===== src/rtl/mult_control_path.sv =====
// mult_control_path: valid/ready FSM sequencing a shift-add multiplier datapath
module mult_control_path #(
  parameter int WIDTH = 8,
  parameter int CW    = $clog2(2*WIDTH+2)
) (
  input  logic          clk,
  input  logic          rst,
  input  logic          in_valid,
  output logic          in_ready,
  output logic          out_valid,
  input  logic          out_ready,
  output logic [1:0]    sel,
  input  logic          b_0,
  input  logic          count_0,
  output logic          busy,
  output logic [CW-1:0] cycles
);
  typedef enum logic [1:0] {IDLE, ADD, SHIFT, DONE} state_t;
  state_t state;
  logic [CW-1:0] cnt;
  assign in_ready = state == IDLE && !rst;
  assign busy = state != IDLE && !rst;
  // DONE keeps shifting: p is untouched by a shift, so r_out stays stable
  always_comb sel = rst ? 2'b11 : state == IDLE ? (in_valid ? 2'b00 : 2'b11) : state == ADD ? 2'b01 : 2'b10;
  always_ff @(posedge clk) begin
    if (rst) begin
      state <= IDLE;
      out_valid <= 1'b0;
      cycles <= '0;
      cnt <= '0;
    end else begin
      case (state)
        IDLE: if (in_valid) begin
          state <= b_0 ? ADD : SHIFT;
          cnt <= CW'(1);
        end
        ADD: begin
          state <= SHIFT;
          cnt <= cnt + CW'(1);
        end
        SHIFT: begin
          cnt <= cnt + CW'(1);
          if (count_0) begin
            state <= DONE;
            out_valid <= 1'b1;
            cycles <= cnt + CW'(1);
          end else state <= b_0 ? ADD : SHIFT;
        end
        DONE: if (out_ready) begin
          state <= IDLE;
          out_valid <= 1'b0;
        end
        default: begin
          state <= IDLE;
          out_valid <= 1'b0;
        end
      endcase
    end
  end
endmodule


===== config.mk =====
export PLATFORM = sky130hd
export DESIGN_NAME = mult_control_path
export DESIGN_NICKNAME = d
export VERILOG_FILES = /design/src/rtl/mult_control_path.sv
export SDC_FILE = /design/constraint.sdc
export NUM_CORES = 1
export LEC_CHECK = 0
export BUFFER_PORTS_ARGS = -buffer_cell sky130_fd_sc_hd__buf_2
export CAP_MARGIN = 20
export CORE_UTILIZATION = 26
export DETAILED_ROUTE_END_ITERATION = 8
export SLEW_MARGIN = 20
export SYNTH_ARGS = -nofsm -noshare
export SYNTH_HDL_FRONTEND = slang
export SYNTH_SLANG_ARGS = --single-unit

===== constraint.sdc =====
create_clock -name clk -period 3.94 [get_ports clk]
set_input_delay 0.591 -clock clk [delete_from_list [all_inputs] [get_ports clk]]
set_output_delay 0.591 -clock clk [all_outputs]
set_load 0.005 [all_outputs]

After elaboration in Yosys (flattened, before gate mapping) --
Index checks and enable logic that the tools add are counted. Widths: inputs -> output; s select.
Word-level totals: flip-flop bits (word level) 13, input bits 6, output and inout bits 10, word-level logic and storage cells 37
Operators by class: $add $sub $neg 1, equal/unequal tests 6, muxes and demuxes 14, reduce and logical (&&, ||, !) cells 12
Operators by type and width (count):
- $mux 2 | 8
- $pmux 5 s2 | 1
- $pmux 2 s4 | 1
- $ne 2x2->1 const B | 3
- $reduce_and 2->1 | 3
- $reduce_bool 2->1 | 3
- $add 5x1->5 const B | 1
- $mux 5 | 1
- $eq 2x2->1 const B | 2
- $reduce_and 3->1 | 1
- $eq 2x1->1 const B | 1
- $logic_and 1x1->1 | 2
- $logic_not 2->1 | 1
- $mux 1 | 2
- $pmux 1 s2 | 1
- $reduce_or 2->1 | 1
- $logic_not 1->1 | 1

Depth between registers and ports, before layout --
depth after elaboration 4, gate-level depth with buffers 6, gate-level depth less buffers 5

Least setup slack after synthesis --
Ideal clock, no wire load.
path kind in2out, start input port rst, end output port busy, arrival time 1.189 ns, required time 3.349 ns, slack 2.160 ns, stages on the path 3, path buffers 2, path through clkbuf_1 -> buf_1 -> nor2_1
On the way: cells in the longest elaborated chain, start to end 2
RTL lines:
- start, declared | RTL line 7 | input logic rst,
- $logic_not 1->1 | RTL line 22 | assign busy = state != IDLE && !rst;
- $logic_and 1x1->1 | RTL line 22
- end, declared | RTL line 15 | output logic busy,
No other way between the ends.

Final worst setup path --
start register state[0], end output port sel[0]
On the way: cells in the longest elaborated chain, start to end 4, elaborated cells between the ends (all ways) 5, classes of those cells eq/ne: 1; mux: 3; reduce/logical: 1
RTL lines:
- start, declared | RTL line 19 | state_t state;
- start signal, assigned | RTL line 34 | state <= b_0 ? ADD : SHIFT;
- start signal, assigned | RTL line 47 | end else state <= b_0 ? ADD : SHIFT;
- $eq 2x1->1 | RTL line 24 | always_comb sel = rst ? 2'b11 : state == IDLE ? (in_valid ? 2'b00 : 2'b11) : state == ADD ? 2'b01 : 2'b10;
- $mux 2 | RTL line 24
- $mux 2 * (2 in a row) | RTL line 24
- end, declared | RTL line 12 | output logic [1:0] sel,
Every way passes the cells marked *; elsewhere a longest branch is shown, timed or not.

==> metrics.cfg <==
[pwr]
power.leakage_nw=0.358
switching_power_mw=0.193
p_int_mw=0.295
pwr-share-clk_pct=16.5
cellPowerDensity_mw_per_mm2=565
p_sw_share_pct=39.5
seqPwrFrac_pct=37.0
ir_drop_uv=205
p_comb_share_pct=46.4

[die]
rows=19
start_util_pct=27.3
ios=16
design.core.area_mm2=0.00273
die_h_um=55.6
die_w_um=55.6
die-area_mm2=0.00309

[cells_and_area]
final_nets=115
final_area_um2=863
drive_gt1_share_pct=19.6
antennaDiodeCount=0
area_delta_synth_final_pct=15.6
fillers=289

[detailed_routing]
drtAntennaViolNets=0
viasPerCell=4.88
routedWlPerCell_um=11.0
dr.pass1.iters=4
drt_iter0_markers=9
wirelength_um=1470
vias=649
drc=0

[worst_setup_path]
criticalPathCategory=register to primary output
worstPathArrival_ns=1.51
slowest_stage=ha_1
cpPeakStageDelay_ns=0.38
end_kind=primary output
cp_num_buf_inv=2
worst_ep_required_time_ns=3.35
crit_family=adder cells
crit_fanout=10
crit_top_cell=nand2_1
cp_cell_sequence=inv_1 > ha_1 > nand2_1 > o21ai_0 > nand2_1 > buf_2
start_kind=register

[sta]
slew_violations=0
setup_viol=0
skew_ns=0.00275
hold_viol_final=0
fmax_mhz=477
rsz0062_at_grt=false
worstMarginPinSlew_ns=0.415
fin_tns_setup_ns=0
fin_crit_sh_pct=53.2
maxSlewHeadroom_pct=71.5
finalCriticalPeriod_ns=2.10

[global_route]
grt.total_usage_pct=10.3
grt_max_degree=19
grt_pass1_vias=614
grt_first_pass_wirelength_um=2570
grt_overflow=0
antenna_found_initial=0

[placement]
placed_cell_area_um2=837
place_hpwl_um=1090
port_buffers=15
gp_congestion=0.770

[status]
outcome=completed

[synth]
yosysWarningCount=0
ys.flop_type=dfxtp_1
synth_common_cells=dfxtp_1 (13), nor2_1 (9), nand2_1 (7), a211oi_1 (6), ha_1 (6)
synth_cells=87
avgSynthCellArea_um2=8.59
synth_top_area_share_pct=34.8
yosys-top-cells-area=dfxtp_1 (35%), ha_1 (10%), a211oi_1 (6.0%)
ys_ff_latch=13
synth_cell_types=30
synth_edf_count=0
synthMostInstantiatedCell=dfxtp_1
netlist_area_um2=747
syn_nets=99
synthArstFlopShare_pct=0
synth_top_area_cell=dfxtp_1
seq_area_frac_synth_pct=34.8

[clocking]
cts_num_sinks=13
htree_levels=1
cts_tree=yes
cts-root-buf=clkbuf_4
ctsResizeCount=0
insertion_delay_ns=0.27
numCtsBuffers=3
post_cts.repair.setup_buffers=0
clockBufferDepth=2
path_clk_slew_ns=0.08
cts_hold_buffers=0

[min_path]
hp-class=register to register

[flow_run]
max_cap_violations=0

-- cell type report --
type | instances | area (µm²) | share of cell area [%]
Clock buffer | 4 | 26.3 | 3.04
Inverter | 5 | 18.8 | 2.17
Multi-Input combinational cell | 65 | 444 | 51.4
Sequential cell | 13 | 260 | 30.1
Tap cell | 31 | 38.8 | 4.49
Timing Repair Buffer | 15 | 75.1 | 8.70
-- registers in the layout, summed over array words and instances (netlist names) --
signal and cells:
cycles 5, out_valid 1, cnt 5, state 2
-- worst paths after layout --
check                           slack [ns]      start   endpoint  depth (start not counted)
worst max-delay path                  1.84   state[0]     sel[0]                          6
worst min-delay path                  0.50  cycles[2]  cycles[2]                          2
worst max register to register        2.25   state[0]     cnt[3]                          5
worst min register to register        0.50  cycles[2]  cycles[2]                          2
-- worst min-delay path, stage by stage (launching register included) --
cell and delay [ns]:
dfxtp_1 0.31, nor2_1 0.09, a211oi_1 0.05
-- stage by stage --
step                      utilization, %  hold WS (ns)  power, mW  setup slack [ns]  cells
after floorplan                        -         0.480      0.358              2.16     87
after global placement              30.6         0.484      0.408              2.16    129
after detailed placement            30.6         0.486      0.410              2.15    129
after CTS                           31.6         0.502      0.494              1.84    133
after global routing                31.6         0.541      0.535              1.71    133
final                               31.6         0.499      0.488              1.84    133
-- kinds of logic after synthesis --
| kind of cell | after synthesis | share of synthesized area [%] |
|---|---|---|
| flip-flops | 13 | 34.8 |
| AND/OR/NAND/NOR | 35 | 25.1 |
| buffers and inverters | 9 | 5.69 |
| adder cells (fa/ha/maj) | 6 | 10.0 |
| XOR/XNOR | 2 | 2.35 |
| AO/OA/AOI/OAI | 20 | 19.3 |
| multiplexers | 2 | 2.68 |
-- per-layer routing --
metal  vias to the layer above  GRT usage (%)  wire [µm]
met5                         -              0          0
met4                         0           6.07         21
met3                         2           1.86         46
met2                        12           15.0        649
met1                       296           14.4        749
li1                        339              -          -
-- cells in the final DEF, fill, tap and decap left out, drive strengths merged --
cell type | netlist | layout
a211o | 1 | 1
o21ai | 3 | 3
a311oi | 1 | 1
nand3 | 5 | 5
mux2i | 2 | 2
o31ai | 1 | 1
or2 | 1 | 1
a31oi | 2 | 2
xor2 | 2 | 2
a211oi | 6 | 6
nand3b | 1 | 1
a32oi | 2 | 2
and2 | 1 | 1
nand2b | 4 | 4
nor2b | 4 | 4
clkbuf | 1 | 4
and2b | 1 | 1
a21oi | 2 | 2
ha | 6 | 6
dfxtp | 13 | 13
inv | 5 | 5
a41o | 1 | 1
nor2 | 9 | 9
or4b | 2 | 2
nand2 | 7 | 7
o22a | 1 | 1
buf | 3 | 15
-- power by group through the flow --
stage | sequential, mW | clock (mW) | combinational (mW)
global route | 0.185 | 0.0913 | 0.259
finish | 0.181 | 0.0806 | 0.226
floorplan | 0.181 | 0 | 0.177
global placement | 0.183 | 0 | 0.225
detailed placement | 0.184 | 0 | 0.226
CTS | 0.181 | 0.0852 | 0.227
Power figures use the tool's default switching activity.
